$ cat src/rtl/ovl_step_delta.sv
// ovl_step_delta
//   Step-delta assertion checker. It watches a WIDTH-bit expression and
//   requires every change between sampled clock edges to be exactly +/-VALUE.
//   MODE selects the legal direction:
//     0 = decrement only
//     1 = increment only
//     2 = either direction
//   Also provided:
//     - an optional ban on modular wrap-around (ALLOW_WRAP=0)
//     - a stall timeout (MAX_HOLD)
//     - a registered fire vector
//     - a saturating count of firing cycles
//
// Ports:
//   clock      in   sampling clock, rising edge
//   reset      in   asynchronous active-high reset
//   enable     in   check enable, sampled on clock
//   test_expr  in   [WIDTH-1:0] monitored expression
//   fire       out  [2:0] {X/Z detected, hold timeout, step violation}, one-cycle pulses
//   fire_count out  [CNT_WIDTH-1:0] saturating count of cycles with any fire bit set
//   armed      out  a reference sample is held
//
// Optional feature macro: IVL_UVM_OVL_XCHECK_EN
//   When defined:
//     - X/Z on test_expr at an enabled edge raises fire[2].
//     - That edge performs no step or hold check and leaves the state untouched.
//     - X/Z on enable counts as enable=0.
//   When undefined, fire[2] is tied low and no X/Z logic exists.

module ovl_step_delta #(
  parameter int WIDTH     = 4,
  parameter int VALUE     = 1,
  parameter int MODE      = 0,
  parameter int ALLOW_WRAP = 1,
  parameter int MAX_HOLD  = 0,
  parameter int CNT_WIDTH = 8
) (
  input  logic                 clock,
  input  logic                 reset,
  input  logic                 enable,
  input  logic [WIDTH-1:0]     test_expr,
  output logic [2:0]           fire,
  output logic [CNT_WIDTH-1:0] fire_count,
  output logic                 armed
);

  // The hold counter must reach MAX_HOLD; one spare bit keeps it wide enough
  // in every case, including MAX_HOLD=0 where it only saturates.
  localparam int HOLD_W = $clog2(MAX_HOLD + 1) + 1;
  localparam logic [WIDTH-1:0]  STEP     = WIDTH'(VALUE);
  localparam logic [HOLD_W-1:0] HOLD_LIM = HOLD_W'(MAX_HOLD);

  typedef enum logic {DISARMED = 1'b0, ARMED = 1'b1} state_t;

  state_t                 state_reg, state_next;
  logic [WIDTH-1:0]       prev_reg, prev_next;
  logic [HOLD_W-1:0]      hold_reg, hold_next;
  logic [2:0]             fire_reg, fire_next;
  logic [CNT_WIDTH-1:0]   count_reg, count_next;

  logic                   en_eff;
  logic [WIDTH-1:0]       dn;
  logic [WIDTH-1:0]       up;
  logic                   dec_ok;
  logic                   inc_ok;
  logic                   legal;
  logic                   changed;

`ifdef IVL_UVM_OVL_XCHECK_EN
  logic xz;
  // Only a definite 1 on enable counts as enabled.
  assign en_eff = (enable === 1'b1);
  assign xz     = $isunknown(test_expr);
`else
  assign en_eff = enable;
`endif

  // Modular step distances in both directions.
  assign dn      = prev_reg - test_expr;
  assign up      = test_expr - prev_reg;
  assign changed = (test_expr != prev_reg);

  // With wrap banned, a step whose distance only matches modularly is illegal:
  // a "decrement" that went up, or an "increment" that went down.
  assign dec_ok = (dn == STEP) && ((ALLOW_WRAP != 0) || !(test_expr > prev_reg));
  assign inc_ok = (up == STEP) && ((ALLOW_WRAP != 0) || !(test_expr < prev_reg));

  always_comb begin
    case (MODE)
      0:       legal = dec_ok;
      1:       legal = inc_ok;
      default: legal = dec_ok | inc_ok;
    endcase
  end

  always_comb begin
    state_next = state_reg;
    prev_next  = prev_reg;
    hold_next  = hold_reg;
    fire_next  = 3'b000;

    if (!en_eff) begin
      state_next = DISARMED;
      hold_next  = '0;
    end
`ifdef IVL_UVM_OVL_XCHECK_EN
    else if (xz) begin
      // Report only; the reference sample and hold progress are kept.
      fire_next = 3'b100;
    end
`endif
    else if (state_reg == DISARMED) begin
      // Capturing edge: take the reference, no check.
      prev_next  = test_expr;
      state_next = ARMED;
    end else begin
      prev_next = test_expr;
      if (changed) begin
        hold_next = '0;
        if (!legal) begin
          fire_next[0] = 1'b1;
        end
      end else if ((MAX_HOLD != 0) && (hold_reg == HOLD_LIM)) begin
        // This edge is hold number MAX_HOLD+1: time out and restart.
        hold_next    = '0;
        fire_next[1] = 1'b1;
      end else if (hold_reg != '1) begin
        hold_next = hold_reg + 1'b1;
      end
    end
  end

  always_comb begin
    count_next = count_reg;
    if ((fire_next != 3'b000) && (count_reg != '1)) begin
      count_next = count_reg + 1'b1;
    end
  end

  always_ff @(posedge clock or posedge reset) begin
    if (reset) begin
      state_reg <= DISARMED;
      prev_reg  <= '0;
      hold_reg  <= '0;
      fire_reg  <= 3'b000;
      count_reg <= '0;
    end else begin
      state_reg <= state_next;
      prev_reg  <= prev_next;
      hold_reg  <= hold_next;
      fire_reg  <= fire_next;
      count_reg <= count_next;
    end
  end

  assign fire       = fire_reg;
  assign fire_count = count_reg;
  assign armed      = (state_reg == ARMED);

endmodule

$ cat config.mk
export PLATFORM = sky130hd
export DESIGN_NAME = ovl_step_delta
export DESIGN_NICKNAME = d
export VERILOG_FILES = /design/src/rtl/ovl_step_delta.sv
export SDC_FILE = /design/constraint.sdc
export NUM_CORES = 1
export LEC_CHECK = 0
export ABC_AREA = 1
export CAP_MARGIN = 20
export CORE_MARGIN = 2
export CORE_UTILIZATION = 53
export DETAILED_ROUTE_END_ITERATION = 7
export HOLD_SLACK_MARGIN = 0.08
export PLACE_DENSITY = 0.83
export SKIP_CTS_REPAIR_TIMING = 1
export SLEW_MARGIN = 20
export SYNTH_ARGS = -nofsm -noshare
export SYNTH_HDL_FRONTEND = slang
export SYNTH_SLANG_ARGS = --single-unit
$ cat constraint.sdc
create_clock -name clock -period 3.4 [get_ports clock]
set_input_delay 0.34 -clock clock [delete_from_list [all_inputs] [get_ports clock]]
set_output_delay 0.34 -clock clock [all_outputs]
set_load 0.02 [all_outputs]
# [Yosys cells after proc, flatten, opt, wreduce, memory -nomap -nowiden]
# Index checks and enable logic that the tools add are counted.
[op_classes] add_sub_neg=2 n_eq_ne=3 muxes=5 n_reduce_logical=1
[ops] op="adder 8 x 1 -> 8 bit, second input constant" n=1
[ops] op="inequality test 8 bit, second input constant" n=1
[ops] op="2-to-1 mux 1 bit" n=5
[ops] op="== test 4 x 1 -> 1 bit, second input constant" n=1
[ops] op="inequality test 4 bit" n=1
[ops] op="subtractor 4 bit" n=1
[ops] op="logical AND 1 bit" n=1
[word_totals] reg_bits=14 in_bits=7 output_inout_bits=12 wordCells=15

# [Longest topological paths before layout]
[logic_depth] word_depth=7 mapped_depth=11 depth_no_buf=11

# [Worst setup path before layout]
# No wires, ideal clock.
[synth_path] path_kind="register -> register" from="register prev_reg[0]" to="register count_reg[7] (netlist: fire_count[7])" arrival_time_ns=1.665 slack_ns=1.669 path_stages_with_launch=12 period_less_slack_ns=1.731 path_cell_list="dfrtp_1 inv_1 ha_1 inv_1 fa_1 nor2_1 nand2_1 nor2_1 nand3_2 nand3_4 nand2_1 nand2_1"
[synth_via] elab_chain_cells=7 word_cells_on_any_way=8
[synth_lines] element="from (decl)" line_no="56" rtl="logic [WIDTH-1:0] prev_reg, prev_next;"
[synth_lines] element="from (signal assigned)" line_no="149" rtl="prev_reg <= prev_next;"
[synth_lines] element="subtractor 4 bit" line_no="79" rtl="assign dn = prev_reg - test_expr;"
[synth_lines] element="== test 4 x 1 -> 1 bit" line_no="85" rtl="assign dec_ok = (dn == STEP) && ((ALLOW_WRAP != 0) || !(test_expr > prev_reg));"
[synth_lines] element="2-to-1 mux 1 bit" line_no="120" rtl="if (!legal) begin"
[synth_lines] element="2-to-1 mux 1 bit *" line_no="118" rtl="if (changed) begin"
[synth_lines] element="2-to-1 mux 1 bit *" line_no="112" rtl="else if (state_reg == DISARMED) begin"
[synth_lines] element="2-to-1 mux 1 bit *" line_no="102" rtl="if (!en_eff) begin"
[synth_lines] element="logical AND 1 bit *" line_no="135" rtl="if ((fire_next != 3'b000) && (count_reg != '1)) begin"
[synth_lines] element="to (signal assigned)" line_no="152" rtl="count_reg <= count_next;"
[synth_lines] element="to (decl)" line_no="59" rtl="logic [CNT_WIDTH-1:0] count_reg, count_next;"
# Every way passes the cells marked *; elsewhere a longest branch is shown, timed or not.
# A chain may end at the register's enable or synchronous reset.

# [Worst setup path after layout]
[layout_path] from="input test_expr[0]" to="register count_reg[0] (netlist: fire_count[0])"
[layout_via] elab_chain_cells=7 word_cells_on_any_way=8
[layout_lines] element="from (decl)" line_no="41" rtl="input logic [WIDTH-1:0] test_expr,"
[layout_lines] element="subtractor 4 bit" line_no="79"
[layout_lines] element="== test 4 x 1 -> 1 bit" line_no="85"
[layout_lines] element="2-to-1 mux 1 bit" line_no="120"
[layout_lines] element="2-to-1 mux 1 bit *" line_no="118"
[layout_lines] element="2-to-1 mux 1 bit *" line_no="112"
[layout_lines] element="2-to-1 mux 1 bit *" line_no="102"
[layout_lines] element="logical AND 1 bit *" line_no="135"
# Marks and branches as above.

==> impl_metrics.json <==
{
  "outcome": "finished clean",
  "endpoint": "fire_count[0]",
  "finClkSkew_ns": 0.00249,
  "yosys.area_share.xor_xnor": 0.0295,
  "htreeDepth": 1,
  "grt_overflow": 0,
  "finalCritPeriodShare": 0.607,
  "critPathKind": "in2reg",
  "gp_congestion": 0.820,
  "path_buf_inv": 2,
  "period_minus_slack_ns": 2.07,
  "start_util": 0.579,
  "async_flop_share": 1.00,
  "dieArea_um2": 2030,
  "cts.clk_slew.worst_paths_ns": 0.09,
  "synth_area_um2": 892,
  "vias": 755,
  "synth_area_leaders": "dfrtp_1, nand2_1, inv_1",
  "syn_to_final_growth_pct": 20.9,
  "synth.area.mux_share": 0,
  "slowest_stage": "clkdlybuf4s50_1",
  "grtUsageTotal": 0.209,
  "cp.depth": 11,
  "ys.flop_type": "dfrtp_1",
  "rr_startpoint": "prev_reg[0]",
  "utilization": 0.700,
  "synth_top_cell_area_share": 0.393,
  "avgSynthCellArea_um2": 7.97,
  "fin_ws_ns": 1.33,
  "synth_common_cells": "nand2_1, dfrtp_1, inv_1",
  "drt_pre_antenna_iters": 4,
  "rows": 14,
  "numCtsBuffers": 3,
  "synth_top_family_by_area": "simple AND/OR/NAND/NOR gates",
  "cp_common_cell": "nand2_1",
  "num_antenna_cells": 0,
  "die_w_um": 45.0,
  "crit_chain": "clkdlybuf4s50_1 -> ha_1 -> inv_1 -> fa_1 -> nor2_1 -> nand2_1 -> nor2_1 -> nand3_2 -> nand3_4 -> nand2_1 -> nand2_1",
  "crit_start": "test_expr[0]",
  "cp_top_family": "simple AND/OR/NAND/NOR gates",
  "power.density_nw_per_um2": 489,
  "r2r_slack_ns": 1.48,
  "final_hold_viol_count": 0,
  "crit_arrival_ns": 2.28,
  "synth_edf_count": 0,
  "setup_viol": 0,
  "wl_per_cell_um": 12.1,
  "cp_max_fo": 10,
  "synth_compound_area_frac": 0.0519,
  "cts_tree": "yes",
  "io_buffers": 16,
  "worst_hold_path_type": "in2async",
  "synth-seq-cells": 14,
  "reg2reg_depth": 11,
  "rsz0062_at_grt": "no",
  "maxCapViolCount": 0,
  "yosysSeqAreaShare": 0.393,
  "drc_errors": 0,
  "grt_pass1_vias": 666,
  "cts.sinks": 14,
  "wirelength_mm": 1.75,
  "hpwlAfterDp_mm": 1.34,
  "required_ns": 3.61,
  "dr.first_iter.drc_count": 22,
  "core_region_area_um2": 1540,
  "synth_cell_types": 22,
  "synthAdderAreaFrac": 0.0785,
  "ir_drop_mv": 0.406,
  "die_h_um": 45.0,
  "postLayoutCellArea_um2": 1080,
  "setup_tns_ns": 0,
  "post-place-ws_ns": 1.07,
  "grt_pass1_wl_mm": 2.97,
  "synth_warnings": 0,
  "synthSimpleGateAreaFrac": 0.353,
  "place_area_um2": 1060,
  "yosysTopAreaCell": "dfrtp_1",
  "start_kind": "primary input",
  "tightest_slew_ns": 0.556,
  "p_leak_uw": 0.000561,
  "cpPeakStageDelay_ns": 0.43,
  "nets": 143,
  "antenna_found_initial": 0,
  "cts_root_buffer": "clkbuf_4",
  "clock_path_buffers": 2,
  "relSlewSlack": 0.629,
  "slew_viol_final": 0,
  "synthCells": 112,
  "viasPerCell": 5.21,
  "ant_nets": 0,
  "timing.rr.end": "fire_count[0]",
  "critPathCaptureType": "flop",
  "grt_max_degree": 15,
  "drive_above_1_share": 0.0930,
  "largest_reg_flops": 8,
  "io_pins": 19,
  "fmax_ghz": 0.484,
  "clkLatencyLatePin_ns": 0.27,
  "yosysMostFrequentCell": "nand2_1"
}
worst register-to-register path, delay by kind of cell, from the launching register on:
family	cells	cell delay [ns]
simple gates	7	0.80
fa+ha+maj	2	0.57
flops	1	0.37
buf+inv	2	0.13
power breakdown:
part / switching, uW / leakage, uW / internal, uW
registers: 33.4 / 0.000178 / 195
logic: 112 / 0.000369 / 92.4
clock network: 53.0 / 0.0000138 / 41.0
total: 199 / 0.000561 / 329
layout make-up:
type	instances	area, um^2
Clock buffer	3	22.5
Fill cell	135	463
Timing Repair Buffer	16	160
Inverter	16	60.1
Tap cell	16	20.0
Sequential cell	14	350
Multi-Input combinational cell	80	465
per-stage QoR:
stage | power (uW) | hold WS, ns | instances
global route | 563 | 0.449 | 145
global placement | 430 | 0.516 | 142
floorplan | 355 | 0.229 | 113
detailed placement | 437 | 0.523 | 142
CTS | 534 | 0.417 | 145
finish | 527 | 0.402 | 145
worst min-delay path by stage:
stage / start / end / slack (ns)
6_report: reset / fire[0] / 0.40
5_1_grt: reset / prev_reg[1] / 0.45
4_1_cts: reset / fire[0] / 0.42
3_5_place_dp: fire_count[1] / fire_count[1] / 0.52
3_3_place_gp: prev_reg[2] / prev_reg[2] / 0.52
2_1_floorplan: reset / armed / 0.23
layer usage:
layer	up-vias	track usage	share of wire
met4	0	0.106	0.010
met5	-	0	0
met3	2	0.0360	0.034
li1	388	-	-
met1	350	0.282	0.46
met2	15	0.320	0.49
cell usage in the layout (no fill, tap or decap), types with 3 or more instances in the layout:
cell / n
nand4_1: 7
dfrtp_1: 14
clkbuf_4: 3
a21oi_1: 3
nand2_1: 35
inv_1: 14
nor2_1: 9
ha_1: 4
clkdlybuf4s50_1: 16
nand3_1: 4
o21ai_0: 3
cells by family (layout without fill, tap and decap cells):
logic type                 after synthesis  in the layout
and+or+nand+nor                         63             63
buffers and inverters                   19             35
DFF                                     14             14
AOI/OAI and AO/OA                        7              7
adders and majority gates                5              5
xor gates and xnor gates                 3              3
other                                    1              2
Power figures use the tool's default switching activity.
==> patch 1 (same flow settings) <==
Register the output `fire_count` once more, without a reset; this adds one clock of latency there. The other outputs are not delayed to match. Comments in the files are not updated.
--- a/src/rtl/ovl_step_delta.sv
+++ b/src/rtl/ovl_step_delta.sv
@@ -154,7 +154,9 @@
   end
 
   assign fire       = fire_reg;
-  assign fire_count = count_reg;
+  always_ff @(posedge clock) begin
+    fire_count <= count_reg;
+  end
   assign armed      = (state_reg == ARMED);
 
 endmodule
Behaviour: not the same (a bounded check fails within 4 cycles, from zero or initial values and one cycle with reset high).
==> patch 1 against the original RTL <==
Power rose by 43%. Synthesized cell count rose by 13%. Fmax rose by 3.0%. Cell area rose by 19%. Global-route usage fell by 2.3 points. Setup slack improved by 0.059 ns. Highest routed layer unchanged. Non-clock buffer count did not move. Synthesized area rose by 21%. Clock skew rose by 0.0038 ns. Routed wire length rose by 7.2%. Sequential cell count rose by 8. Critical path depth did not move.
==> patch 1: results (changes against the original RTL) <==
Parameter                              Value

Pwr
  Power density normalized to cell area    585 nW/um^2 (+20%)
  Peak supply drop    419 uV (+3.0%)
  Lkg Pwr    0.622 nW (+11%)
  Total internal power    0.516 mW (+57%)

Global routing
  Number of global-route vias before repair    785 (+18%)
  Global-route wire length before repair    3380 um (+14%)
  Total GRT Usage    0.186 (-0.0229)
  GR Layer Usage met3    0.0368 (+0.000810)
  Met1 Resource Use GR    0.212 (-0.0707)
  Fraction of met2 tracks used by global routing    0.327 (+0.00658)

Logic synthesis
  Warnings from Yosys    0 (unchanged)
  Proportion of synthesized chip area in sequential cells    0.473 (+0.0806)
  Most numerous cell types in the synthesized netlist    nand2_1, dfrtp_1, inv_1
  Async set-reset flop share out of synthesis    0.636 (-0.364)
  Leading post-synthesis cells by cell area    dfrtp_1, dfxtp_1, nand2_1, nand4_1, ha_1
  Number of distinct standard cells referenced by the synthesized netlist    24 (+9.1%)

Placement
  Final GP Congestion    0.828 (+1.1%)
  Detail Placement HPWL    1350 um (about the same)
  Area post-placement    1230 um^2 (+17%)

Finish
  Number of fill cells    162 (+20%)
  Ant diodes    0 (unchanged)
  Fraction of layout instances using a drive strength above 1    0.113 (+0.0197)
  Net count of the finished layout    155 (+8.4%)

Timing
  Accumulated negative setup slack    0 ns (unchanged)
  Slew of the pin with the lowest slew margin    0.534 ns (-0.0223 ns)
  Post-route clock skew    0.00626 ns (+0.00377 ns)
  Worst Hold Margin    0.347 ns (-0.0551 ns)

Route
  Total length of routed wires    1880 um (+7.2%)
  Number of DRC violations after detailed-routing iteration 0    27 (+23%)
  Drt via density    4.89 (-6.1%)

Status
  Result of the run    finished, final reports clean

Critical path
  CP Data Arrival Time    around 2.3 ns
  Top cell family by delay on the critical path    simple AND/OR/NAND/NOR gates
  Critical path peak fanout    11 (+1)

Clock network
  Clock root cell    clkbuf_4
  Clock-pin slew on the worst setup and hold paths    0.13 ns (+0.04 ns)
  Clock latency at the later pin of the worst-skew pair    0.32 ns (+0.05 ns)
[patch 1: worst paths after layout]
path,from,endpoint,cells past startpoint
worst max register to register,prev_reg[0],count_reg[6],11
min in group clock,count_reg[7],fire_count[7],0
max in group asynchronous,reset,armed,2
worst max-delay path,test_expr[0],count_reg[6],11
worst min register to register,count_reg[7],fire_count[7],0
worst min-delay path,reset,count_reg[6],2
[patch 1: routing by layer]
metal,part of all wire,vias up
met3,0.048,5
met1,0.44,369
li1,-,425
met4,0.024,0
met2,0.48,27
met5,0,-
[patch 1: cells by family (layout without fill, tap and decap cells)]
group / Yosys count / count (layout) / synth area share
AOI/OAI and AO/OA: 6 / 6 / 0.0383
xor gates and xnor gates: 3 / 3 / 0.0244
adders and majority gates: 5 / 5 / 0.0650
buffers and inverters: 22 / 37 / 0.0986
DFF: 22 / 22 / 0.473
other: 1 / 2 / 0.00348
and+or+nand+nor: 67 / 67 / 0.297
[patch 1: power groups by stage]
stage,registers [mW],logic (mW),clock network (mW)
after global routing,0.361,0.219,0.216
after floorplan,0.376,0.103,0
after global placement,0.354,0.192,0
after detailed placement,0.356,0.197,0
final,0.352,0.199,0.202
after CTS,0.352,0.201,0.203
[patch 1: metrics by stage]
step	setup WS, ns	power (mW)	std cells
3_3_place_gp	1.10	0.546	165
4_1_cts	1.39	0.756	169
6_report	1.39	0.752	169
5_1_grt	1.22	0.796	169
3_5_place_dp	1.06	0.552	165
2_1_floorplan	1.68	0.479	127
[patch 1: final cells by class]
type	instances	area share
Clock buffer	3	0.0175
Clock inverter	1	0.0233
Inverter	17	0.0496
Multi-Input combinational cell	83	0.362
Sequential cell	22	0.397
Tap cell	27	0.0263
Timing Repair Buffer	16	0.125
==> patch 2 (same flow settings) <==
Without the edit above. `CNT_WIDTH`: 8 -> 12.
--- a/src/rtl/ovl_step_delta.sv
+++ b/src/rtl/ovl_step_delta.sv
@@ -33,7 +33,7 @@
   parameter int MODE      = 0,
   parameter int ALLOW_WRAP = 1,
   parameter int MAX_HOLD  = 0,
-  parameter int CNT_WIDTH = 8
+  parameter int CNT_WIDTH = 12
 ) (
   input  logic                 clock,
   input  logic                 reset,
Ports: changed (resized fire_count); port bits go from 19 to 23. The function was not compared with the original's and may differ.
==> patch 2 against the original RTL <==
Worst hold slack gained 0.031 ns. Power grew 20%. Cell area grew 34%. Final cell count grew 40%. Routed wire length grew 42%. Sequential cell count grew 4. Setup slack lost 0.074 ns. Synthesized area grew 36%. Highest routed layer unchanged.
==> patch 2: results (changes against the original RTL) <==
Parameter                              Value

Status
  Result of the run    finished, final reports clean

Route
  Number of DRC violations after detailed-routing iteration 0    21 (-4.5%)
  Met2 wire length    1190 um (+38%)
  Metal1 wirelength    1130 um (+40%)
  Routed via count    1083 (+43%)
  Uppermost layer routed    met4
  Detailed-routed wire length on met3    126 um (+110%)
  Average wire per standard cell    12.3 um (+1.7%)
  Detailed-routing iteration count for the pre-antenna-repair pass    4 (unchanged)

Global routing
  Number of global-route vias before repair    977 (+47%)
  Global-route wire length before repair    4280 um (+44%)
  Total GRT Usage    0.211 (+0.00210)
  Fraction of met2 tracks used by global routing    0.342 (+0.0218)
  Initial antenna violation count    0 (unchanged)
  Met1 Resource Use GR    0.289 (+0.00645)
  GR Layer Usage met3    0.0230 (-0.0130)
  Pin count of the biggest net entering global routing    19 (+4)

Finish
  Number of fill cells    176 (+30%)
  Fraction of layout instances using a drive strength above 1    0.114 (+0.0213)
  Ant diodes    0 (unchanged)
  Largest register FFs    12 (+4)
  Net count of the finished layout    188 (+31%)

Pwr
  Lkg Pwr    0.702 nW (+25%)
  Peak supply drop    389 uV (-4.3%)

Critical path
  Source of the worst register-to-register timing path    prev_reg[0]
  Crit-path max cell delay    0.48 ns (+0.05 ns)
  Cell type of the slowest stage on the worst timing path    clkdlybuf4s50_1
  Critical path peak fanout    16 (+6)
  Setup crit start    test_expr[1]

Timing
  Post-route clock skew    0.0103 ns (+0.00786 ns)
  Max_slew headroom    0.523 (-0.106)

Clock network
  Number of levels the H-tree was split into    1 (unchanged)
  Clock root cell    clkbuf_4
  Number of buffers between clock root and the deepest sink    2 (unchanged)
  Number of CTS-inserted buffers    3 (unchanged)
  Clock latency at the later pin of the worst-skew pair    0.30 ns (+0.03 ns)
  Clock-pin slew on the worst setup and hold paths    0.11 ns (+0.02 ns)

Logic synthesis
  Proportion of synthesized chip area in sequential cells    0.370 (-0.0227)
  Leading post-synthesis cells by cell area    dfrtp_1, nand2_1, nand4_1, inv_1, nand3_1
  Most numerous cell types in the synthesized netlist    nand2_1, dfrtp_1, inv_1
  Number of distinct standard cells referenced by the synthesized netlist    27 (+23%)
  Warnings from Yosys    0 (unchanged)
  Async set-reset flop share out of synthesis    1.00 (unchanged)

Job
  Number of violations of the max-capacitance limit    0 (unchanged)

Worst hold path
  Hold WC Path Type    in2async

Floorplanning
  Area inside the core boundary    2190 um^2 (+42%)

Placement
  Final GP Congestion    0.858 (+4.7%)
  Port Buffer Count    20 (+4)
  Detail Placement HPWL    1800 um (+34%)
==> patch 2: changes by cell type after synthesis, moves of 2 or more <==
cell	change
nand2_1	+12
nand3_1	+7
nand4_1	+7
dfrtp_1	+4
inv_1	+4
nand2_2	+4
nor2_2	+4
buf_6	+2
==> patch 2: logic make-up after synthesis <==
family	synth area share
other cells	0.00308
xor+xnor	0.0144
compound gates	0.0421
flops	0.370
simple gates	0.410
fa+ha+maj	0.0576
buf+inv	0.103
==> patch 2: final timing paths <==
kind | to | slack, ns | depth (start not counted)
worst min register to register | prev_reg[0] | 0.55 | 2
worst max-delay path | fire_count[3] | 1.26 | 8
max in group asynchronous | prev_reg[1] | 2.50 | 2
min in group clock | prev_reg[0] | 0.55 | 2
worst min-delay path | fire_count[1] | 0.43 | 2
worst max register to register | fire_count[3] | 1.39 | 11
==> patch 2: critical path, delay by kind of cell <==
kind / cells / cell delay [ns]
fa+ha+maj: 1 / 0.33
compound gates: 1 / 0.39
buf+inv: 2 / 0.57
simple gates: 4 / 0.72
==> patch 2: layout make-up <==
type | count | share of cell area
multi-input cells | 113 | 0.448
flip-flops and latches | 18 | 0.312
repair buffers | 20 | 0.139
inverters | 20 | 0.0520
clock buffers | 4 | 0.0252
well taps | 28 | 0.0243
==> patch 2: power by group <==
group	switching (mW)	total (mW)	internal (mW)
Combinational	0.126	0.219	0.0936
Sequential	0.0363	0.279	0.243
Clock	0.0704	0.136	0.0654
Total	0.232	0.634	0.402
==> patch 2: metrics by stage <==
stage                     cells  setup slack, ns   util  cell area [um^2]  power, mW
after floorplan             157             1.64      -              1220      0.419
after detailed placement    199            0.992  0.642              1410      0.500
after global routing        203             1.13  0.658              1440      0.676
after CTS                   203             1.26  0.658              1440      0.635
after global placement      199             1.08  0.642              1410      0.490
final                       203             1.26  0.658              1440      0.634
